--- src/rtl/rf_op_sequencer.sv ---
// Register-file operation sequencer: LOADI/ADD/SUB/READ through IDLE -> FETCH -> WRITE.
// Optional carry/borrow flag enabled by defining RF_SEQ_CARRY_EN.
module rf_op_sequencer #(
    parameter int unsigned DATA_W = 4,
    parameter int unsigned ADDR_W = 3
) (
    input  logic              clk,
    input  logic              reset,
    input  logic              cmd_valid,
    output logic              cmd_ready,
    input  logic [1:0]        cmd_op,
    input  logic [ADDR_W-1:0] cmd_dst,
    input  logic [ADDR_W-1:0] cmd_src1,
    input  logic [ADDR_W-1:0] cmd_src2,
    input  logic [DATA_W-1:0] cmd_imm,
    output logic              rf_we,
    output logic [ADDR_W-1:0] rf_waddr,
    output logic [DATA_W-1:0] rf_wdata,
    output logic [ADDR_W-1:0] rf_raddr1,
    output logic [ADDR_W-1:0] rf_raddr2,
    input  logic [DATA_W-1:0] rf_rdata1,
    input  logic [DATA_W-1:0] rf_rdata2,
    output logic              result_valid,
    output logic [DATA_W-1:0] result,
    output logic              carry
);

    localparam logic [1:0] OP_LOADI = 2'b00;
    localparam logic [1:0] OP_SUB   = 2'b10;
    localparam logic [1:0] OP_READ  = 2'b11;

    typedef enum logic [1:0] {S_IDLE, S_FETCH, S_WRITE} state_e;

    state_e            state_q, state_d;
    logic [1:0]        op_q, op_d;
    logic [ADDR_W-1:0] dst_q, dst_d;
    logic              cmd_ready_q, cmd_ready_d;
    logic              rf_we_q, rf_we_d;
    logic [ADDR_W-1:0] rf_waddr_q, rf_waddr_d;
    logic [DATA_W-1:0] rf_wdata_q, rf_wdata_d;
    logic [ADDR_W-1:0] rf_raddr1_q, rf_raddr1_d;
    logic [ADDR_W-1:0] rf_raddr2_q, rf_raddr2_d;
    logic              result_valid_q, result_valid_d;
    logic [DATA_W-1:0] result_q, result_d;
    logic [DATA_W-1:0] alu_res;

`ifdef RF_SEQ_CARRY_EN
    logic              carry_q, carry_d;
    logic [DATA_W:0]   alu_ext;

    // One extra bit holds the ADD carry-out or the SUB borrow (set when op1 < op2).
    always_comb begin
        if (op_q == OP_SUB) begin
            alu_ext = {1'b0, rf_rdata1} - {1'b0, rf_rdata2};
        end else begin
            alu_ext = {1'b0, rf_rdata1} + {1'b0, rf_rdata2};
        end
    end

    assign alu_res = alu_ext[DATA_W-1:0];
    assign carry   = carry_q;
`else
    always_comb begin
        if (op_q == OP_SUB) begin
            alu_res = rf_rdata1 - rf_rdata2;
        end else begin
            alu_res = rf_rdata1 + rf_rdata2;
        end
    end

    assign carry = 1'b0;
`endif

    // Next-state and next-output logic; outputs are set up one cycle ahead so they register into their state.
    always_comb begin
        state_d        = state_q;
        op_d           = op_q;
        dst_d          = dst_q;
        cmd_ready_d    = 1'b0;
        rf_we_d        = 1'b0;
        rf_waddr_d     = rf_waddr_q;
        rf_wdata_d     = rf_wdata_q;
        rf_raddr1_d    = rf_raddr1_q;
        rf_raddr2_d    = rf_raddr2_q;
        result_valid_d = 1'b0;
        result_d       = result_q;
`ifdef RF_SEQ_CARRY_EN
        carry_d        = carry_q;
`endif
        case (state_q)
            S_IDLE: begin
                if (cmd_valid && cmd_ready_q) begin
                    op_d  = cmd_op;
                    dst_d = cmd_dst;
                    if (cmd_op == OP_LOADI) begin
                        state_d        = S_WRITE;
                        rf_we_d        = 1'b1;
                        rf_waddr_d     = cmd_dst;
                        rf_wdata_d     = cmd_imm;
                        result_valid_d = 1'b1;
                        result_d       = cmd_imm;
                    end else begin
                        state_d     = S_FETCH;
                        rf_raddr1_d = cmd_src1;
                        rf_raddr2_d = cmd_src2;
                    end
                end else begin
                    cmd_ready_d = 1'b1;
                end
            end
            S_FETCH: begin
                // Operands are sampled here, before this command's own write lands.
                state_d        = S_WRITE;
                result_valid_d = 1'b1;
                if (op_q == OP_READ) begin
                    result_d = rf_rdata1;
                end else begin
                    rf_we_d    = 1'b1;
                    rf_waddr_d = dst_q;
                    rf_wdata_d = alu_res;
                    result_d   = alu_res;
`ifdef RF_SEQ_CARRY_EN
                    carry_d    = alu_ext[DATA_W];
`endif
                end
            end
            S_WRITE: begin
                state_d     = S_IDLE;
                cmd_ready_d = 1'b1;
            end
            default: begin
                state_d     = S_IDLE;
                cmd_ready_d = 1'b1;
            end
        endcase
    end

    always_ff @(posedge clk or posedge reset) begin
        if (reset) begin
            state_q        <= S_IDLE;
            op_q           <= OP_LOADI;
            dst_q          <= '0;
            cmd_ready_q    <= 1'b1;
            rf_we_q        <= 1'b0;
            rf_waddr_q     <= '0;
            rf_wdata_q     <= '0;
            rf_raddr1_q    <= '0;
            rf_raddr2_q    <= '0;
            result_valid_q <= 1'b0;
            result_q       <= '0;
`ifdef RF_SEQ_CARRY_EN
            carry_q        <= 1'b0;
`endif
        end else begin
            state_q        <= state_d;
            op_q           <= op_d;
            dst_q          <= dst_d;
            cmd_ready_q    <= cmd_ready_d;
            rf_we_q        <= rf_we_d;
            rf_waddr_q     <= rf_waddr_d;
            rf_wdata_q     <= rf_wdata_d;
            rf_raddr1_q    <= rf_raddr1_d;
            rf_raddr2_q    <= rf_raddr2_d;
            result_valid_q <= result_valid_d;
            result_q       <= result_d;
`ifdef RF_SEQ_CARRY_EN
            carry_q        <= carry_d;
`endif
        end
    end

    assign cmd_ready    = cmd_ready_q;
    assign rf_we        = rf_we_q;
    assign rf_waddr     = rf_waddr_q;
    assign rf_wdata     = rf_wdata_q;
    assign rf_raddr1    = rf_raddr1_q;
    assign rf_raddr2    = rf_raddr2_q;
    assign result_valid = result_valid_q;
    assign result       = result_q;

endmodule

--- config.mk ---
export PLATFORM = sky130hd
export DESIGN_NAME = rf_op_sequencer
export DESIGN_NICKNAME = d
export VERILOG_FILES = /design/src/rtl/rf_op_sequencer.sv
export SDC_FILE = /design/constraint.sdc
export NUM_CORES = 1
export LEC_CHECK = 0
export BUFFER_PORTS_ARGS = -buffer_cell sky130_fd_sc_hd__buf_2
export CAP_MARGIN = 20
export CORE_ASPECT_RATIO = 1.5
export CORE_MARGIN = 5
export CORE_UTILIZATION = 29
export DETAILED_ROUTE_END_ITERATION = 8
export SLEW_MARGIN = 20
export SYNTH_ARGS = -nofsm -noshare
export SYNTH_HDL_FRONTEND = slang
export SYNTH_SLANG_ARGS = --single-unit
--- constraint.sdc ---
create_clock -name clk -period 2.77 [get_ports clk]
set_input_delay 0.554 -clock clk [delete_from_list [all_inputs] [get_ports clk]]
set_output_delay 0.554 -clock clk [all_outputs]
set_load 0.03 [all_outputs]
-- Yosys cells after proc, flatten, opt, wreduce, memory -nomap -nowiden
Cells that the tools add are included.
- register bits: 27
- input port bits: 26
- output and inout bits: 21
- word-level logic and storage cells: 49
- $add $sub $neg: 2
- equal/unequal tests: 6
- multiplexer cells: 21
- bitwise gates (word level): 1
- reduce and logical (&&, ||, !) cells: 8
- operators with widths (kind ; number):
    2-to-1 mux 4 bit ; 5
    case mux 4 bit (2 select lines) ; 2
    2-to-1 mux 3 bit ; 3
    != test 2 bit, second input constant ; 3
    case mux 1 bit (2 select lines) ; 3
    case mux 3 bit (2 select lines) ; 1
    AND reduction 3 bit ; 2
    adder 4 bit ; 1
    equality test 2 bit, second input constant ; 2
    logical NOT 2 bit ; 2
    2-to-1 mux 1 bit ; 4
    2-to-1 mux 2 bit ; 2
    case mux 2 bit (2 select lines) ; 1
    AND reduction 4 bit ; 1
    subtractor 4 bit ; 1
    equality test 2 x 1 -> 1 bit, second input constant ; 1
    AND reduction 2 bit ; 1
    nonzero test 2 bit ; 1
    logical AND 1 bit ; 1
    inverter 1 bit ; 1

-- Logic depth before layout (Yosys ltp)
- depth in word-level cells: 4
- mapped depth: 10

-- Least setup slack after synthesis
OpenSTA, ideal clock, no wires.
- path type: in2reg
- start: in rf_rdata2[0]
- end: reg result_q[2] (netlist: result[2])
- data arrival time: 2.147 ns
- path slack: 0.498 ns
- stages: 9
- buffers on the path: 0
- path through: inv_1 -> ha_1 -> mux2_2 -> fa_1 -> xor2_1 -> nor2_1 -> a21oi_1 -> o21ai_0 -> mux2_2
- longest elaborated chain between the ends: 4
- elaborated cells on any way between the ends: 5
- ends and longest elaborated chain (element ; RTL line ; text):
    start, declared ; 22 ; input logic [DATA_W-1:0] rf_rdata2,
    adder 4 bit / subtractor 4 bit (equally long branches) ; 67, 65 ;
    2-to-1 mux 4 bit * ; 64 ; if (op_q == OP_SUB) begin
    2-to-1 mux 4 bit * ; 115 ; if (op_q == OP_READ) begin
    case mux 4 bit (2 select lines) * ; 90 ; case (state_q)
    end signal, assigned ; 165 ; result_q <= result_d;
    end, declared ; 44 ; logic [DATA_W-1:0] result_q, result_d;
Every way passes the cells marked *; elsewhere a longest branch is shown, timed or not.
A chain may end at the register's enable or synchronous reset.

-- Final worst setup path
- start: reg op_q[1]
- end: reg result_q[2] (netlist: result[2])
- longest elaborated chain between the ends: 4
- elaborated cells on any way between the ends: 5
- ends and longest elaborated chain (element ; RTL line ; text):
    start, declared ; 35 ; logic [1:0] op_q, op_d;
    start signal, assigned ; 156 ; op_q <= op_d;
    equality test 2 bit ; 64 ;
    2-to-1 mux 4 bit ; 64 ;
    2-to-1 mux 4 bit * ; 115 ;
    case mux 4 bit (2 select lines) * ; 90 ;
Marked as above.

==> results.md <==
* Status: completed
* Clock skew after layout at 0.004101 ns
* Peak Freq at 0.4346 GHz
* Minimum clock period at ~2.3 ns
* Final nets at ~200
* Grt ovf at 0
* Max cap viols at 0
* Setup bufs post-CTS at 0
* # DRC at 0
* Critical path type: reg2reg
* Cell Count, Final, Fillers Out at 230
* #FFs+latches synth at 27
* CP endpoint kind: flip-flop
* Die area at roughly 6200 um2
* Synth Flop Type: dfrtp_1
* Synth-to-Final Area Change at 23.75%
* Critical path fanouts, max at 4
* Gr usage total at 0.1021
* Leakage power at ~0.0008 uW
* Max_slew headroom at 0.5803
* Register clock-pin slew on the reported worst setup and hold paths at around 0.090 ns
* Avg Inst Size Synth at 11.46 um2
* Post-DR vias/cell at 4.443
* Critical path's top delay family: multiplexers
* Port bufs at 45
* # IOs at 47
* Syn Nets at around 150
* Post-synth EDFFs at 0
* Critical path, cell by cell: nor2b_1 -> mux2_2 -> fa_1 -> xor2_1 -> nor2_1 -> a21oi_1 -> o21ai_0 -> mux2_2
* Reg2Reg Setup Slack at around 0.47 ns
* Part of the cycle the worst path needs at 0.8308
* GP Congestion at approximately 0.85
* Vias in the first global route at roughly 1.1k
* First-pass GRT wire length at between 4000 and 5000 um
* Syn Std Cell Area at ~1400 um2
* Wire per inst at ~13 um
* DP Area at around 1700 um2
* Worst slew pin tran at between 0.6 and 0.7 ns
* Pins over their slew limit at 0
* Synth unique cells at 35
* Unrepaired setup endpoints after global routing: no
* Yosys Warn Count at 0
* WP data arrival at approximately 2.5 ns
* Fillers at just under 500
* CTS buffer count at 3
* Chip height at between 90 and 100 um
* Hold Crit Class: in2async
* Sequential share of the synthesized area at 0.4923
* DR pass1 iterations at 4
* Final setup vio count at 0
* Worst reg2reg path depth at 8
* Max Buffers Root-to-Sink at 2
* Post-DP HPWL at 2347 um
* CP Buf/Inv Count at 0
* TNS Setup at 0 ns
* CTS Sinks at 27
* Mapped Cells at 120
* Most frequent cells in the layout: 45 x buf_2, 26 x dfrtp_1, 15 x mux2_2
* Final core occ at 0.3716
* Cells after DPL at 226
* ANT nets after route at 0
* Share of layout cells above drive strength 1 at 0.4458
* Reg-to-Reg Start: op_q[1]
* PD cells at roughly 1100 nW/um2
* Finished Cell Area at between 1500 and 2000 um2
* Hold buffers post-CTS at 0
* Crit-path most repeated cell: mux2_2
* Initial antenna violation count at 0
* Htree depth at 1
* Data required time of the critical path at ~3 ns
* Async SR Flop Fraction at 1.000
* DIE WIDTH at roughly 66 um
* Worst skew pair latency at between 0.2 and 0.3 ns
* DR iter-0 viols at between 40 and 50
* Vias at 1,022
* Slowest stage delay, CP at 0.41 ns
* Antenna diode count at 0
* Largest net degree at the start of global routing at 28
* Root Buffer: clkbuf_8
* # resized after CTS at 0
* Most common cell after layout, fill and taps aside: buf_2
* Rows at 30
* CTS tree: done
* Initial Utilization at 0.3003
* VDD IR max at between 0.4 and 0.5 mV
* Core ar. at 4579 um2
* Critical path startpoint category: flip-flop
* Post-Route WL at 2947 um
* Slowest CP cell: fa_1
* Final hold viol count at 0
* Reg2reg end: result[2]
-- cells in the mapped netlist (all sizes together), types with 3 or more instances --
cell type | count | area share
buf | 4 | 0.025
mux2 | 15 | 0.12
nor2 | 14 | 0.044
o21ai | 5 | 0.018
dfrtp | 26 | 0.47
o21a | 5 | 0.027
mux2i | 3 | 0.022
nand2 | 5 | 0.014
o211ai | 3 | 0.016
inv | 6 | 0.016
ha | 4 | 0.036
a21oi | 8 | 0.037
-- routing by layer --
metal	GRT usage	up-vias	share of wire	wire length [um]
met3	0.02619	0	0.077	226
met2	0.1798	38	0.50	1472
met4	0.02542	0	0	0
met1	0.1218	479	0.42	1248
li1	-	505	-	-
met5	0	-	0	0
-- where the power goes --
| part | switching (uW) | internal, uW |
|---|---|---|
| sequential | 92.2 | 576 |
| clock | 121 | 103 |
| combinational | 584 | 356 |
-- layout make-up --
| cell class | instances | area (um2) | share of cell area |
|---|---|---|---|
| sequential | 27 | 676.9 | 0.3978 |
| tap | 64 | 80.08 | 0.04706 |
| clock buffer | 4 | 45.04 | 0.02647 |
| inverter | 6 | 22.52 | 0.01324 |
| multi-input combinational | 82 | 636.9 | 0.3743 |
| timing repair buffer | 47 | 240.2 | 0.1412 |
-- worst reg2reg max path: stages (launching register included) --
cell and delay, ns:
dfrtp_1 0.38, nor2b_1 0.29, mux2_2 0.40, fa_1 0.41, xor2_1 0.19, nor2_1 0.06
a21oi_1 0.10, o21ai_0 0.08, mux2_2 0.28
-- cell families after synthesis --
kind of cell / count (synthesis) / synth area share
simple gates: 30 / 0.1092
mux: 18 / 0.1447
other cells: 1 / 0.002727
flops: 27 / 0.4923
compound gates: 25 / 0.1365
buf+inv: 11 / 0.04458
xor+xnor: 3 / 0.01911
fa+ha+maj: 5 / 0.05096
-- metrics by stage --
stage	power, uW	hold slack [ns]	worst slack, ns
after global routing	1973	0.3607	0.3322
after detailed placement	1634	0.4810	0.2505
after global placement	1619	0.4717	0.3105
after CTS	1869	0.3371	0.4481
after floorplan	1395	0.4800	0.4980
final	1832	0.3253	0.4688
-- sequential cells by signal (all words and copies together) (netlist names) --
name / count
rf_we: 1
state_q: 2
rf_raddr1: 3
rf_raddr2: 3
rf_wdata: 4
result_valid: 1
result: 4
rf_waddr: 3
dst_q: 3
op_q: 2
cmd_ready: 1
-- how the worst max path moves through the flow --
stage	cells past startpoint	start	slack (ns)	to
global route	8	op_q[1]	0.33	result[2]
detailed placement	10	rf_rdata2[0]	0.25	result[2]
floorplan	9	rf_rdata2[0]	0.50	result[2]
finish	8	op_q[1]	0.47	result[2]
global placement	10	rf_rdata2[0]	0.31	result[2]
CTS	8	op_q[1]	0.45	result[2]
Note: power is estimated with default switching activity, not from simulation.
